`config.mk`:
```
export PLATFORM = sky130hd
export DESIGN_NAME = down_counter_timer
export DESIGN_NICKNAME = d
export VERILOG_FILES = /design/src/rtl/down_counter_timer_pkg.sv /design/src/rtl/down_counter_timer_tick_prescaler.sv /design/src/rtl/down_counter_timer.sv
export SDC_FILE = /design/constraint.sdc
export NUM_CORES = 1
export LEC_CHECK = 0
export BUFFER_PORTS_ARGS = -buffer_cell sky130_fd_sc_hd__buf_4
export CORE_UTILIZATION = 45
export CTS_CLUSTER_DIAMETER = 40
export DETAILED_ROUTE_END_ITERATION = 8
export GPL_TIMING_DRIVEN = 0
export PLACE_DENSITY = 0.79
export SYNTH_ARGS = -nofsm -noshare
export SYNTH_HDL_FRONTEND = slang
export SYNTH_SLANG_ARGS = --single-unit
export TNS_END_PERCENT = 10
```
`constraint.sdc`:
```
create_clock -name clock -period 1.6 [get_ports clock]
set_input_delay 0.32 -clock clock [delete_from_list [all_inputs] [get_ports clock]]
set_output_delay 0.32 -clock clock [all_outputs]
set_load 0.03 [all_outputs]
```
`src/rtl/down_counter_timer_pkg.sv`:
```
// Shared state encoding for the loadable down-counter/timer.
package down_counter_timer_pkg;

  localparam int unsigned STATE_W = 2;

  typedef enum logic [STATE_W-1:0] {
    ST_IDLE = 2'd0,
    ST_RUN  = 2'd1,
    ST_DONE = 2'd2
  } state_t;

endpackage

```
`src/rtl/down_counter_timer_tick_prescaler.sv`:
```
// Enable-gated prescaler: emits one tick every PRESCALE enabled cycles.
// With PRESCALE=1 the tick is simply the enable input.
module tick_prescaler #(
  parameter int unsigned PRESCALE = 1
) (
  input  logic clock,
  input  logic reset,
  input  logic enable,
  input  logic clear,
  output logic tick
);

  localparam int unsigned CW = (PRESCALE > 1) ? $clog2(PRESCALE) : 1;
  localparam logic [CW-1:0] LAST = CW'(PRESCALE - 1);

  logic [CW-1:0] cnt_q, cnt_d;

  // Next prescaler count: clear wins, otherwise advance and wrap on enabled cycles.
  always_comb begin
    cnt_d = cnt_q;
    if (clear) begin
      cnt_d = '0;
    end else if (enable) begin
      cnt_d = (cnt_q == LAST) ? '0 : cnt_q + 1'b1;
    end
  end

  // Prescaler count register.
  always_ff @(posedge clock or posedge reset) begin
    if (reset) cnt_q <= '0;
    else       cnt_q <= cnt_d;
  end

  assign tick = enable && (cnt_q == LAST);

endmodule

```
`src/rtl/down_counter_timer.sv`:
```
// Loadable down-counter/timer with valid/ready load, one-cycle done pulse,
// optional auto-reload and abort.
module down_counter_timer
  import down_counter_timer_pkg::*;
#(
  parameter int unsigned WIDTH    = 4,
  parameter int unsigned PRESCALE = 1
) (
  input  logic             clock,
  input  logic             reset,
  input  logic             enable,
  input  logic             load_valid,
  input  logic [WIDTH-1:0] load_value,
  output logic             load_ready,
  input  logic             auto_reload,
  input  logic             abort,
  output logic [WIDTH-1:0] counter_out,
  output logic             busy,
  output logic             done
);

  state_t           state_q, state_d;
  logic [WIDTH-1:0] count_q, count_d;
  logic [WIDTH-1:0] reload_q, reload_d;
  logic             tick;
  logic             presc_clear;

  // Holding the prescaler cleared outside RUN gives it a zero start on every
  // load and reload without a separate clear path; abort clears it in RUN.
  assign presc_clear = (state_q != ST_RUN) || abort;

  tick_prescaler #(
    .PRESCALE(PRESCALE)
  ) u_prescaler (
    .clock (clock),
    .reset (reset),
    .enable(enable),
    .clear (presc_clear),
    .tick  (tick)
  );

  // Next-state, counter and reload-register logic.
  always_comb begin
    state_d  = state_q;
    count_d  = count_q;
    reload_d = reload_q;
    unique case (state_q)
      ST_IDLE: begin
        if (load_valid) begin
          count_d  = load_value;
          reload_d = load_value;
          state_d  = (load_value != '0) ? ST_RUN : ST_DONE;
        end
      end
      ST_RUN: begin
        if (abort) begin
          count_d = '0;
          state_d = ST_IDLE;
        end else if (tick) begin
          if (count_q == WIDTH'(1)) begin
            count_d = '0;
            state_d = ST_DONE;
          end else begin
            count_d = count_q - 1'b1;
          end
        end
      end
      ST_DONE: begin
        if (abort) begin
          count_d = '0;
          state_d = ST_IDLE;
        end else if (auto_reload && (reload_q != '0)) begin
          count_d = reload_q;
          state_d = ST_RUN;
        end else begin
          state_d = ST_IDLE;
        end
      end
      default: begin
        count_d = '0;
        state_d = ST_IDLE;
      end
    endcase
  end

  // State, counter and reload registers.
  always_ff @(posedge clock or posedge reset) begin
    if (reset) begin
      state_q  <= ST_IDLE;
      count_q  <= '0;
      reload_q <= '0;
    end else begin
      state_q  <= state_d;
      count_q  <= count_d;
      reload_q <= reload_d;
    end
  end

  assign counter_out = count_q;
  assign load_ready  = (state_q == ST_IDLE);
  assign busy        = (state_q == ST_RUN) || (state_q == ST_DONE);
  assign done        = (state_q == ST_DONE);

endmodule

```
==> impl_results.md <==
- Num CTS Buffers: 3
- CTS Sinks: 10
- Async SR Flop Fraction: 100.0%
- Area delta synth->final: 34.03%
- Die area: 0.001628 mm^2
- P_int: around 1.1 mW
- CTS Buffer Depth: 2
- CTS tree: done
- Post-synthesis cell area: 661.9 um^2
- Syn Inst Count: 64
- Top-count cell post-synth: dfrtp_1
- Post-layout min period: 1597 ps
- Remaining design rule violation count: 0
- WL/cell: 14.71 um
- Top sig layer: met4
- Via Count: 584
- Worst Path Required: 1280 ps
- Synth area leaders: dfrtp_1 38%, ha_1 11%, mux2_2 10%
- CP startpoint kind: register
- Initial core utilization: 49.62%
- Average cell area after synthesis: 10.34 um^2
- Max-Cap Viols: 0
- Switch share: approximately 45%
- Post-DP Area: 810.8 um^2
- Yosys warns: 0
- Share of post-route cells with drive strength above 1: 46.51%
- Starting DRC count in detailed routing: 13
- Most frequent cells after synthesis: 10 x dfrtp_1, 6 x ha_1, 6 x mux2_2, 5 x inv_1, 5 x nand2_1
- Clock-pin slew on the worst setup and hold paths: 70 ps
- Slew margin rel.: between 70% and 80%
- Status: finished, final reports clean
- H-tree Lvls: 1
- Hold Path Class: in -> async
- Initial antenna violation count: 0
- Die height: 40.35 um
- Sequential fraction of the synthesis area: 37.81%
- Vias in the first global route: 534
- Root Driver: clkbuf_4
- RD Place Congestion: about 0.83
- Overall Global Routing Usage: 21.01%
- Count of pins over their slew limit: 0
- Part of the power in combinational logic: between 60% and 70%
- Worst-Margin Slew: 390.9 ps
- Max Freq: 626.1 MHz
- First-pass DRT Iterations: 4
- GRT overflow: 0
- Clock Latency Late Sink: 280 ps
- Width of the die: between 40 and 50 um
- IO Pins: 17
- First-pass GRT wire length: 2187 um
- Synth top area share: a little under two fifths
- Max VDD drop: 1.177 mV
- Hpwl dp: approximately 1100 um
- Dominant synthesized flop cell: dfrtp_1
- Reg power frac: 26.4%
- Number of synthesized flops with an enable pin: 0
- Drt via density: 5.782
- Final wirelength: 1486 um
- Layout Utilization: approximately two thirds
- # nets final: 103
- Final Cell Area: 887.1 um^2
- Inst Count DP: between 90 and 100
- WP data arrival: 1280 ps
- M1 WL: between 600 and 700 um
- Period utilization: 99.82%
- Kind of critical path: reg -> out
- Count of different cell masters after synthesis: 23
- Fin. Hold Viols: 0
- FF+latch count, synth: 10
- Filler cells: 106
- Pin count of the biggest net entering global routing: 11
- Routed Antenna Nets: 0
- PortBufs: 16
- Psw: 0.8624 mW
- Total core area: 0.001334 mm^2
- PwrDens: 2165 mW/mm^2
- Hold buffers post-CTS: 0
- Ant diodes: 0
- Worst-path fanout max: 9
- Finished Layout Cells: about 100
- DR WL met3: between 60 and 70 um
- Post-synth top area cell: dfrtp_1
- RSZ-0062 raised after global routing: true
- Rows: 13
- Max Clock Skew: between 6 and 7 ps
- CP endpoint kind: output pin
- Syn Nets: 80
- Leak: 0.4041 nW
- Final setup vio count: 0
- Clock power share: 12.5%
- Met2 routed WL: 717 um
## placed cells by master (no fill, tap or decap), types with 2 or more instances in the layout
cell type / instances
nand2b_1: 3
mux2_2: 6
clkbuf_4: 3
dfrtp_1: 8
nand2_1: 5
a221oi_1: 2
nor3_1: 3
o31ai_1: 3
nor2_1: 3
buf_4: 18
dfrtp_2: 2
ha_1: 5
a21oi_1: 2
inv_1: 4
## logic make-up (layout without fill, tap and decap cells)
family / Yosys count / in the layout / share of synthesized area, %
and+or+nand+nor: 21 / 21 / 16.45
AOI/OAI and AO/OA: 14 / 14 / 19.28
DFF: 10 / 10 / 37.81
adders and majority gates: 6 / 6 / 11.34
muxes: 6 / 6 / 10.21
buffers and inverters: 6 / 28 / 3.591
xor gates and xnor gates: 1 / 1 / 1.323
## worst max-delay path, stage by stage, from the launching register on
cell and delay [ps]:
dfrtp_1 400, inv_1 100, ha_2 300, buf_4 200
## power by group through the flow
stage,Sequential [mW],Clock [mW],Combinational (mW)
2_1_floorplan,0.567,0,0.726
3_3_place_gp,0.508,0,1.03
3_5_place_dp,0.516,0,1.07
4_1_cts,0.501,0.240,1.13
5_1_grt,0.527,0.245,1.27
6_report,0.507,0.240,1.17
## worst paths after layout
kind                           startpoint             end  slack (ps)  cells after the start
setup / recovery               state_q[0]      load_ready           3                      3
hold / removal                      reset  counter_out[3]          20                      2
setup reg to reg              reload_q[0]  counter_out[0]          40                      4
hold reg to reg            counter_out[1]  counter_out[1]         540                      2
max in group asynchronous           reset  counter_out[0]        1280                      2
min in group clock          load_value[0]     reload_q[0]         300                      2
## cell type report
| type | instances | area [um^2] | share of cell area, % |
|---|---|---|---|
| clock buffers | 4 | 36.28 | 4.090 |
| repair buffers | 18 | 135.1 | 15.23 |
| flip-flops and latches | 10 | 252.7 | 28.49 |
| well taps | 15 | 18.77 | 2.116 |
| multi-input cells | 48 | 414.1 | 46.69 |
| inverters | 5 | 18.77 | 2.116 |
| plain buffers | 1 | 11.26 | 1.269 |
## routing by layer
layer	global-route usage (%)	vias to the layer above
li1	-	281
met1	26.78	281
met2	34.13	19
met3	3.333	3
met4	10.00	0
met5	0	-
## repair_timing
action,4_1_cts,5_1_grt
pin swaps,1,3
buffers inserted,2,0
resized for setup,1,8
setup endpoints to repair,3,7
## sequential cells by signal, indices dropped and copies added, names as in the netlist
| register | flops |
|---|---|
| state_q | 2 |
| counter_out | 4 |
| reload_q | 4 |
## metrics by stage
step                setup WS, ps  total power [mW]  hold slack (ps)  setup TNS, ps
global placement          -9.061             1.542            318.6         -18.04
finish                     2.911             1.921            15.21              0
global route              -46.00             2.040            74.09         -63.90
CTS                        1.693             1.867            35.24              0
detailed placement        -56.40             1.587            327.9         -116.8
floorplan                  21.03             1.293            160.0              0
(Power assumes the default switching activity.)
